File: src/rtl/store_monitor.sv
// store_monitor: captures core stores inside an address window into a FWFT FIFO
// drained over valid/ready, and latches the done/pass verdict from the completion mailbox.
module store_monitor #(
    parameter int unsigned DEPTH    = 8,
    parameter logic [31:0] WIN_LO   = 32'h0000_0000,
    parameter logic [31:0] WIN_HI   = 32'hFFFF_FFFF,
    parameter logic [31:0] DONE_ADR = 32'd100,
    parameter logic [31:0] PASS_VAL = 32'd25
) (
    input  logic                     clk,
    input  logic                     reset,
    input  logic                     MemWrite,
    input  logic [31:0]              DataAdr,
    input  logic [31:0]              WriteData,
    output logic                     out_valid,
    input  logic                     out_ready,
    output logic [31:0]              out_addr,
    output logic [31:0]              out_data,
    output logic [$clog2(DEPTH):0]   count,
    output logic                     overflow,
    output logic [7:0]               drop_cnt,
    output logic                     misaligned,
    output logic                     done,
    output logic                     pass
);
    localparam int AW = $clog2(DEPTH);
    localparam int CW = AW + 1;
    logic [31:0]   addr_q [DEPTH];
    logic [31:0]   data_q [DEPTH];
    logic [AW-1:0] wr_q, wr_d, rd_q, rd_d;
    logic [CW-1:0] count_q, count_d;
    logic [7:0]    drop_q, drop_d;
    logic          overflow_q, overflow_d, misaligned_q, misaligned_d;
    logic          done_q, done_d, pass_q, pass_d;
    logic [32:0]   lo_diff, hi_diff;
    logic          capture, full, pop, push, drop, mbox;
    // Window bounds via 33-bit borrow so a full-range window needs no constant compares
    assign lo_diff = {1'b0, DataAdr} - {1'b0, WIN_LO};
    assign hi_diff = {1'b0, WIN_HI} - {1'b0, DataAdr};
    always_comb begin
        capture      = MemWrite && !lo_diff[32] && !hi_diff[32];
        full         = count_q == CW'(DEPTH);
        pop          = (count_q != '0) && out_ready;
        push         = capture && (!full || pop);
        drop         = capture && full && !pop;
        mbox         = MemWrite && (DataAdr == DONE_ADR) && !done_q;
        wr_d         = push ? wr_q + AW'(1) : wr_q;
        rd_d         = pop ? rd_q + AW'(1) : rd_q;
        count_d      = count_q + CW'(push) - CW'(pop);
        overflow_d   = overflow_q || drop;
        drop_d       = (drop && drop_q != 8'hFF) ? drop_q + 8'd1 : drop_q;
        misaligned_d = misaligned_q || (capture && DataAdr[1:0] != 2'b00);
        done_d       = done_q || mbox;
        pass_d       = mbox ? (WriteData == PASS_VAL) : pass_q;
    end
    always_ff @(posedge clk) begin
        if (reset) begin
            for (int i = 0; i < DEPTH; i++) begin
                addr_q[i] <= '0;
                data_q[i] <= '0;
            end
            wr_q         <= '0;
            rd_q         <= '0;
            count_q      <= '0;
            drop_q       <= '0;
            overflow_q   <= 1'b0;
            misaligned_q <= 1'b0;
            done_q       <= 1'b0;
            pass_q       <= 1'b0;
        end else begin
            if (push) begin
                addr_q[wr_q] <= DataAdr;
                data_q[wr_q] <= WriteData;
            end
            wr_q         <= wr_d;
            rd_q         <= rd_d;
            count_q      <= count_d;
            drop_q       <= drop_d;
            overflow_q   <= overflow_d;
            misaligned_q <= misaligned_d;
            done_q       <= done_d;
            pass_q       <= pass_d;
        end
    end
    assign out_valid  = count_q != '0;
    assign out_addr   = addr_q[rd_q];
    assign out_data   = data_q[rd_q];
    assign count      = count_q;
    assign overflow   = overflow_q;
    assign drop_cnt   = drop_q;
    assign misaligned = misaligned_q;
    assign done       = done_q;
    assign pass       = pass_q;
endmodule

File: config.mk
export PLATFORM = sky130hd
export DESIGN_NAME = store_monitor
export DESIGN_NICKNAME = d
export VERILOG_FILES = /design/src/rtl/store_monitor.sv
export SDC_FILE = /design/constraint.sdc
export NUM_CORES = 1
export LEC_CHECK = 0
export BUFFER_PORTS_ARGS = -buffer_cell sky130_fd_sc_hd__buf_2
export CAP_MARGIN = 20
export CORE_ASPECT_RATIO = 1.75
export CORE_MARGIN = 2
export CORE_UTILIZATION = 35
export CTS_CLUSTER_SIZE = 25
export DETAILED_ROUTE_END_ITERATION = 12
export REMOVE_ABC_BUFFERS = 1
export SLEW_MARGIN = 20
export SYNTH_ARGS = -nofsm -noshare
export SYNTH_HDL_FRONTEND = slang
export SYNTH_SLANG_ARGS = --single-unit
export TNS_END_PERCENT = 5
File: constraint.sdc
create_clock -name clk -period 3.6 [get_ports clk]
set_input_delay 0.36 -clock clk [delete_from_list [all_inputs] [get_ports clk]]
set_output_delay 0.36 -clock clk [all_outputs]
set_load 0.01 [all_outputs]
* After elaboration in Yosys (flattened, before gate mapping) *
Memory sizes are Yosys's and may differ from the RTL's. A register that Yosys moved wholly into a read port is not among the register bits.
Cells that the tools add are included.

operators by class
  add/sub/neg operators = 6
  multipliers = 0
  div/mod/pow operators = 0
  $lt $le $gt $ge = 0
  equal/unequal tests = 4
  shift-type cells = 0
  multiplexer cells = 15
  bitwise logic cells = 0
  reductions and logical operators = 21

operator list
  operator                  count
  $mux W32                  2
  $reduce_or A32 Y1         2
  $sub A32 B32 Y33 const A  1
  $eq A32 B5 Y1 const B     1
  $eq A32 B7 Y1 const B     1
  $mux W3                   6
  $logic_and A1 B1 Y1       9
  $add A8 B1 Y8 const B     1
  $ne A8 B8 Y1 const B      1
  $mux W1                   7
  $add A3 B1 Y3 const B     2
  $add A4 B1 Y4             1
  $eq A4 B4 Y1 const B      1
  $logic_not A1 Y1          4
  $logic_or A1 B1 Y1        4
  $reduce_bool A4 Y1        1
  $sub A4 B1 Y4             1
  $reduce_bool A2 Y1        1

storage, ports and cells
  bits in registers = 22
  bits in latches = 0
  RAM bits = 512
  memory bits (read-only) = 0
  input bits = 68
  output and inout bits = 81
  logic and storage cells = 56
  memories = 2

memory list
  memory  depth  bits a word  read ports  clocked after Yosys merged registers in  write ports  line  RTL
  addr_q  8      32           1           1                                        8            28    logic [31:0] addr_q [DEPTH];
  data_q  8      32           1           1                                        8            29    logic [31:0] data_q [DEPTH];

* Longest topological paths before layout *
  depth after elaboration = 9
  gate-level depth with buffers = 10
  mapped depth without buffers = 10

* Least setup slack after synthesis *
OpenSTA, ideal clock, no wires.

  kind = reg2reg
  start point = register count_q[2] (netlist: count[2])
  end point = memory addr_q[0][0], enable pin
  library setup time = 394 ps
  data arrival time = 2363 ps
  setup slack = 843 ps
  stages on the path, launching flop included = 8
  clock period less this slack = 2757 ps
  cell sequence = dfxtp_1 inv_1 ha_1 and2b_1 o31ai_4 nor4b_2 buf_6 or2_2

RTL lines
  what                    line  RTL
  from (decl)             31    logic [CW-1:0] count_q, count_d;
  from (signal assigned)  77    count_q <= count_d;
  to (decl)               28

==> metrics.csv <==
metric,value,unit
clkSlewWorstSetupHoldPaths,0.06,ns
port_buffers,148,
ant_nets,0,
reg2reg_slack,0.80,ns
setup_viol,0,
cp.required,3.24,ns
synth.top_cell.area_share,0.635,
clk_latency,0.57,ns
start_kind,register,
boundaryPins,149,
criticalPathCategory,register to output port,
clockBufferDepth,3,
placement_rows,127,
fin_crit,2.92,ns
route.vias.total,12900,
synth_flop_cell,edfxtp_1,
yosysUniqueCellTypes,47,
multi_input_area,7820,µm²
grtUsageTotal,0.166,
ir_drop,0.000484,V
status,"complete, no violations",
grt_max_degree,76,
cts_hold_buf,0,
dieHeight,352,µm
whs,0.150,ns
p_per_area,583,nW/µm²
layout_common_cells,"512 x and2_1, 512 x edfxtp_1, 148 x buf_2",
seq_area,15900,µm²
cts_buffers,49,
fin_ws,0.677,ns
synth_top_area_cell,edfxtp_1,
pre_cts_ws,0.761,ns
cts_resized,0,
grt_pass1_vias,13900,
viasPerCell,5.06,
area_growth,12.8,%
fillers,6161,
grt_pass1_wl,88600,µm
final_nets,1684,
ys_async_sr_fraction,0,
overflow,0,
worst_pin_slew,0.942,ns
synth_area,24200,µm²
initial_core_util,0.354,
fmax,0.342,GHz
cts_sinks,537,
synth-warning-count,0,
yosys_register_bits,537,
gp_congestion,0.752,
min_path_type,primary input to register,
routed_wl,58900,µm
die_x,203,µm
final_max_slew_viol_count,0,
cp.arrival,2.56,ns
cts_max_level,2,
max_cap_viol_count,0,
synth_edf_count,512,
fin_skew,0.0166,ns
synth_seq_area_share,0.655,
synth_cells,1480,
synth_area_leaders,"edfxtp_1 63%, and2_1 13%, mux4_2 12%",
first_pass_iters,4,
die-area,71400,µm²
leakage,9.82,nW
period_share,0.812,
root_buffer,clkbuf_16,
antenna_found_initial,5,
drive_above_1_share,0.277,
rsz0062_at_grt,false,
post-cts-setup-buffers,0,
dp_hpwl,34500,µm
drt_iter0_drc,980,
slew_headroom,0.366,
detail_route.wl_per_cell,23.1,µm
cts_tree,yes,
hold_viol,0,
drc_errors,0,
core-area,68500,µm²
critPathMaxFanout,72,
p_total,15.9,mW
synth.avg_cell_area,16.4,µm²
endpoint_kind,output port,
## registers in the layout, indices dropped and copies added, names as in the netlist, named ones only
name / count
count: 4
overflow: 1
data_q: 256
drop_cnt: 8
addr_q: 256
rd_q: 3
wr_q: 3
pass: 1
done: 1
misaligned: 1
## cell type report
class	count	area share
antenna	1	0.0000915
clock buffer	60	0.0464
clock inverter	25	0.00549
inverter	12	0.00165
multi-input combinational	834	0.286
sequential	537	0.581
tap	903	0.0413
timing repair buffer	173	0.0381
## worst max-delay path: stages, from the launching register on
cell     delay, ns
dfxtp_4       0.37
buf_12        0.45
mux4_2        0.65
mux2_2        0.28
buf_2         0.14
## where the power goes
part           switching (mW)  internal, mW  total (mW)  leakage (nW)
Combinational            1.88          1.74        3.62          3.62
Clock                    2.28          2.57        4.85         0.692
Sequential              0.168          7.29        7.46          5.51
Total                    4.33          11.6        15.9          9.82
## metal layers
layer | global-route usage | up-vias | wire, µm
li1 | - | 5747 | -
met2 | 0.301 | 292 | 31500
met4 | 0.0542 | 8 | 1680
met1 | 0.201 | 6722 | 23100
met3 | 0.0249 | 100 | 2530
met5 | 0 | - | 46
## through the flow
stage / instances / instance area, µm² / utilization / TNS [ns]
5_1_grt: 2544 / 27300 / 0.399 / 0
4_1_cts: 2544 / 27300 / 0.399 / 0
2_1_floorplan: 1383 / 23700 / - / -332.37
6_report: 2545 / 27300 / 0.399 / 0
3_3_place_gp: 2458 / 25900 / 0.378 / 0
3_5_place_dp: 2459 / 25900 / 0.378 / 0
## final timing paths
kind / from / end / depth (start not counted)
worst max register to register: count[2] / addr_q[3][9] / 7
worst min-delay path: out_ready / register / 3
worst min register to register: overflow / overflow / 2
worst max-delay path: register / out_data[30] / 4
## cell families after synthesis
| kind of cell | Yosys count | share of synthesized area |
|---|---|---|
| multiplexers | 195 | 0.150 |
| AND/OR/NAND/NOR | 599 | 0.155 |
| AO/OA/AOI/OAI | 26 | 0.00769 |
| flip-flops | 537 | 0.655 |
| buffers and inverters | 109 | 0.0254 |
| adder cells (fa/ha/maj) | 9 | 0.00496 |
| XOR/XNOR | 5 | 0.00181 |
## Yosys cell counts (3+ instances only)
cell type,count
nand3_1,5
o21ai_0,4
or3_1,4
a21oi_1,13
or2_2,9
inv_1,12
ha_1,8
dfxtp_1,25
clkbuf_1,54
nand3b_1,3
nor3_2,3
edfxtp_1,512
nand4_1,4
xor2_1,4
o31ai_1,3
mux2_2,65
buf_6,24
nor2_1,15
and2_1,512
buf_2,13
or4_1,7
nor4b_1,3
nor4_1,11
mux4_2,128
nand2_1,8
No activity file was read; power rests on OpenSTA's default activity.
